File: src/rtl/uart_rx_fsm.sv
// UART receiver FSM with oversampled bit timing, optional parity and
// triple-redundant voted state, bit counter and tick counter.
module uart_rx_fsm #(
  parameter int OVERSAMPLE = 16,
  parameter int BITNUMBER  = 8
) (
  input  logic                 clk,
  input  logic                 rst,
  input  logic                 p_SampleSig_i,
  input  logic                 Rx_i,
  input  logic                 ParityEnable_i,
  input  logic                 ParityOdd_i,
  output logic [4:0]           State_o,
  output logic [3:0]           BitCounter_o,
  output logic [BITNUMBER-1:0] Data_o,
  output logic                 p_DataValid_o,
  output logic                 p_ParityErr_o,
  output logic                 p_FrameErr_o
);

  localparam int TW =
    (OVERSAMPLE > 1) ? $clog2(OVERSAMPLE) : 1;

  typedef enum logic [4:0] {
    IDLE      = 5'b00001,
    STARTBIT  = 5'b00010,
    DATABITS  = 5'b00100,
    PARITYBIT = 5'b01000,
    STOPBIT   = 5'b10000
  } state_t;

  localparam logic [TW-1:0] MID_START =
    TW'(OVERSAMPLE / 2 - 1);
  localparam logic [TW-1:0] MID_BIT =
    TW'(OVERSAMPLE - 1);
  localparam logic [3:0] LAST_BIT =
    4'(BITNUMBER);

  logic                 rx_meta_q;
  logic                 rx_s_q;

  logic [4:0]           st0_q, st1_q, st2_q;
  logic [3:0]           bc0_q, bc1_q, bc2_q;
  logic [TW-1:0]        tk0_q, tk1_q, tk2_q;

  logic [4:0]           st_v, st_d;
  logic [3:0]           bc_v, bc_d;
  logic [TW-1:0]        tk_v, tk_d;
  logic                 st_ok;

  logic [BITNUMBER-1:0] shift_q, shift_d;
  logic [BITNUMBER-1:0] data_q, data_d;
  logic                 pflag_q, pflag_d;
  logic                 valid_q, valid_d;
  logic                 perr_q, perr_d;
  logic                 ferr_q, ferr_d;

  // Bitwise 2-of-3 majority over each redundant copy.
  assign st_v = (st0_q & st1_q)
              | (st0_q & st2_q)
              | (st1_q & st2_q);
  assign bc_v = (bc0_q & bc1_q)
              | (bc0_q & bc2_q)
              | (bc1_q & bc2_q);
  assign tk_v = (tk0_q & tk1_q)
              | (tk0_q & tk2_q)
              | (tk1_q & tk2_q);

  assign st_ok = (st_v != 5'd0) &&
                 ((st_v & (st_v - 5'd1)) == 5'd0);

  always_comb begin
    st_d    = st_v;
    bc_d    = bc_v;
    tk_d    = tk_v;
    shift_d = shift_q;
    data_d  = data_q;
    pflag_d = pflag_q;
    valid_d = 1'b0;
    perr_d  = 1'b0;
    ferr_d  = 1'b0;
    if (!st_ok) begin
      st_d = IDLE;
      bc_d = 4'd0;
      tk_d = '0;
    end else if (p_SampleSig_i) begin
      tk_d = (tk_v == MID_BIT) ? '0 : tk_v + 1'b1;
      unique case (1'b1)
        st_v[0]: begin
          if (!rx_s_q) begin
            st_d    = STARTBIT;
            pflag_d = 1'b0;
          end
        end
        st_v[1]: begin
          if (tk_v == MID_START) begin
            st_d = rx_s_q ? IDLE : DATABITS;
          end
        end
        st_v[2]: begin
          if (tk_v == MID_BIT) begin
            shift_d = {rx_s_q,
                       shift_q[BITNUMBER-1:1]};
            bc_d    = bc_v + 4'd1;
            if (bc_d == LAST_BIT) begin
              st_d = ParityEnable_i ?
                     PARITYBIT : STOPBIT;
            end
          end
        end
        st_v[3]: begin
          if (tk_v == MID_BIT) begin
            pflag_d = rx_s_q ^ (^shift_q)
                    ^ ParityOdd_i;
            st_d    = STOPBIT;
          end
        end
        st_v[4]: begin
          if (tk_v == MID_BIT) begin
            st_d = IDLE;
            if (rx_s_q) begin
              data_d  = shift_q;
              valid_d = 1'b1;
              perr_d  = pflag_q;
            end else begin
              ferr_d  = 1'b1;
            end
          end
        end
        default: ;
      endcase
      // Leaving a state restarts bit timing.
      if (st_d != st_v) begin
        tk_d = '0;
      end
      if (st_d != DATABITS) begin
        bc_d = 4'd0;
      end
    end
  end

  always_ff @(posedge clk or negedge rst) begin
    if (!rst) begin
      rx_meta_q <= 1'b1;
      rx_s_q    <= 1'b1;
    end else begin
      rx_meta_q <= Rx_i;
      rx_s_q    <= rx_meta_q;
    end
  end

  always_ff @(posedge clk or negedge rst) begin
    if (!rst) begin
      st0_q <= IDLE;
      st1_q <= IDLE;
      st2_q <= IDLE;
      bc0_q <= 4'd0;
      bc1_q <= 4'd0;
      bc2_q <= 4'd0;
      tk0_q <= '0;
      tk1_q <= '0;
      tk2_q <= '0;
    end else begin
      st0_q <= st_d;
      st1_q <= st_d;
      st2_q <= st_d;
      bc0_q <= bc_d;
      bc1_q <= bc_d;
      bc2_q <= bc_d;
      tk0_q <= tk_d;
      tk1_q <= tk_d;
      tk2_q <= tk_d;
    end
  end

  always_ff @(posedge clk or negedge rst) begin
    if (!rst) begin
      shift_q <= '0;
      data_q  <= '0;
      pflag_q <= 1'b0;
      valid_q <= 1'b0;
      perr_q  <= 1'b0;
      ferr_q  <= 1'b0;
    end else begin
      shift_q <= shift_d;
      data_q  <= data_d;
      pflag_q <= pflag_d;
      valid_q <= valid_d;
      perr_q  <= perr_d;
      ferr_q  <= ferr_d;
    end
  end

  assign State_o       = st_v;
  assign BitCounter_o  = bc_v;
  assign Data_o        = data_q;
  assign p_DataValid_o = valid_q;
  assign p_ParityErr_o = perr_q;
  assign p_FrameErr_o  = ferr_q;

endmodule

File: config.mk
export PLATFORM = sky130hd
export DESIGN_NAME = uart_rx_fsm
export DESIGN_NICKNAME = d
export VERILOG_FILES = /design/src/rtl/uart_rx_fsm.sv
export SDC_FILE = /design/constraint.sdc
export NUM_CORES = 1
export LEC_CHECK = 0
export CORE_MARGIN = 1
export CORE_UTILIZATION = 50
export DETAILED_ROUTE_END_ITERATION = 8
export PLACE_DENSITY = 0.71
export REMOVE_ABC_BUFFERS = 1
export SKIP_LAST_GASP = 1
export SYNTH_ARGS = -nofsm -noshare
export SYNTH_HDL_FRONTEND = slang
export SYNTH_SLANG_ARGS = --single-unit
export TNS_END_PERCENT = 10
File: constraint.sdc
create_clock -name clk -period 3.6 [get_ports clk]
set_input_delay 0.9 -clock clk [delete_from_list [all_inputs] [get_ports clk]]
set_output_delay 0.9 -clock clk [all_outputs]
set_load 0.05 [all_outputs]
==> results.cfg <==
[layout]
areaGrowthSynthToFinish_pct = 18.4
utilization = 0.641
insertedDiodeCount = 0
nets = 205
layout-drive-gt1-share = 0.178
fill_cells = 307
final_cells = 243
final_area_um2 = 2220

[sta]
fin_crit_sh = 0.737
skew_ns = 0.00946
drv_slew = 0
worstMarginPinSlew_ns = 0.807
max_freq_mhz = 377
slew_headroom = 0.460
finalHoldViolCount = 0
fin_crit_ns = 2.65
worst_slack_ns = 0.948
rsz0062_at_grt = false
timing.hold.ws_ns = 0.358
fin_setup_tns_ns = 0
setup_viol = 0

[global_routing]
grt_max_degree = 36
grt_use_total = 0.217
grt_overflow = 0
antenna_found_initial = 0
grt_pass1_vias = 1451
grt_pass1_wl_um = 6730

[pwr]
leakagePower_nw = 0.945
ir_worst_vdd_mv = 0.201
finalPower_mw = 1.01
power_density_nw_per_um2 = 456

[critical_path]
cpLargestDelayFamily = buffers and inverters
path_buf_inv = 1
start_kind = register
path_class = register to output port
slowest_stage = clkdlybuf4s50_1
critPathRequiredTime_ns = 2.70
r2r_start = tk2_q[0]
cp.depth = 1
reg2reg_depth = 6
crit_fanout = 11
cp-end-kind = output port
ff2ff_setup_slack_ns = 1.38
max_stage_delay_ns = 0.88
critPathLaunch = st2_q[4]
cp.arrival_ns = 1.75
cp_cell_sequence = clkdlybuf4s50_1

[clock_network]
clk_pin_slew_ns = 0.07
clockBufferDepth = 2
postCtsSetupRepairBufs = 0
clock_latency_ns = 0.29
clock_sinks = 35
cts_hold_buf = 0
cts_buffers = 5
cts_resized = 0
cts_tree = yes
cts_max_level = 2
cts_root_buffer = clkbuf_8

[worst_hold_path]
hold_start = rx_meta_q
hold_depth = 0
hp-class = register to register

[yosys]
yosys_warnings = 0
synth_common_cells = dfrtp_1, mux2_2, nor2_1
synth_top_area_frac = 0.427
netlist_area_um2 = 1880
netlist_instances = 172
ys_ff_latch = 35
async_reset_ff_frac = 1.00
yosys-top-cells-area = dfrtp_1, mux2_2, dfstp_2, xnor2_1, a21oi_1
synth_ff_type = dfrtp_1
avgSynthCellArea_um2 = 10.9
ys_seq_area_frac = 0.469
synth.most_common_cell = dfrtp_1
synth_edf_count = 0
ys_types = 51
yosysTopAreaCell = dfrtp_1

[status]
status = completed

[detailed_routing]
wl_um = 3670
drt_iter0_drc = 126
drc = 0
dr_total_vias = 1411
avgViaCountPerCell = 5.81
ant_nets = 0
drt-wirelength-per-cell_um = 15.1
dr.pass1.iters = 4

[floorplanning]
die_x_um = 63.3
core_um2 = 3470
initial_core_util = 0.541
die_area_um2 = 4000
io-pin-count = 26
die_h_um = 63.3
rows = 21

[place]
gp_congestion = 0.799
hpwl_um = 2530
dp_cells = 235
dpl-instance-area_um2 = 2140
numPortBuffers = 25
dpl_worst_slack_ns = 0.863

[run]
drv_cap = 0
-- logic make-up after synthesis --
logic type,after synthesis,share of synthesized area
mux,18,0.107
compound gates,39,0.139
fa+ha+maj,3,0.0200
flops,35,0.469
buf+inv,18,0.0493
xor+xnor,10,0.0540
simple gates,49,0.161
-- area by class of cell --
cell class / instances / area (um^2) / area share
clock inverter: 2 / 12.5 / 0.00563
tap: 46 / 57.6 / 0.0259
multi-input combinational: 119 / 905 / 0.407
timing repair buffer: 27 / 265 / 0.119
sequential: 35 / 880 / 0.396
clock buffer: 6 / 72.6 / 0.0327
inverter: 8 / 30.0 / 0.0135
-- layout by cell type, fill, tap and decap left out, drive strengths merged, types with 2 or more instances in the layout --
cell type,Yosys,layout
and3,2,2
clkbuf,3,6
nor3b,2,2
nand2,8,8
xnor2,8,8
dfstp,3,3
mux2,17,17
nand2b,2,2
a221oi,2,2
nor3,4,4
o21ai,6,6
nor2,11,11
a21oi,10,10
nand3,7,7
clkinv,1,2
o211ai,2,2
nand4b,3,3
nand4,4,4
o22ai,4,4
clkdlybuf4s50,0,25
ha,3,3
nor4,2,2
buf,7,2
a2bb2oi,2,2
a211oi,3,3
inv,7,7
dfrtp,32,32
-- per-layer routing --
| layer | vias to the layer above | global-route usage | wire length [um] |
|---|---|---|---|
| met2 | 34 | 0.345 | 1800 |
| met5 | - | 0 | 0 |
| met4 | 0 | 0.114 | 88 |
| met1 | 696 | 0.273 | 1640 |
| li1 | 672 | - | - |
| met3 | 9 | 0.0525 | 146 |
-- report_power, final --
group          switching (mW)  internal (mW)
Combinational           0.175         0.0908
Sequential             0.0491          0.422
Clock                   0.141          0.135
-- final timing paths --
path                         endpoint
max                        State_o[4]
min                            rx_s_q
max reg2reg                  tk2_q[2]
max in group asynchronous    st2_q[0]
min reg2reg                    rx_s_q
min in group asynchronous    st2_q[2]
-- sequential cells by signal (all words and copies together), names as in the netlist --
name and cells:
Data_o 8, shift_q 8, st2_q 5, bc2_q 4, tk2_q 4, p_DataValid_o 1, p_FrameErr_o 1, p_ParityErr_o 1
pflag_q 1, rx_meta_q 1, rx_s_q 1
No activity file was read; power rests on OpenSTA's default activity.
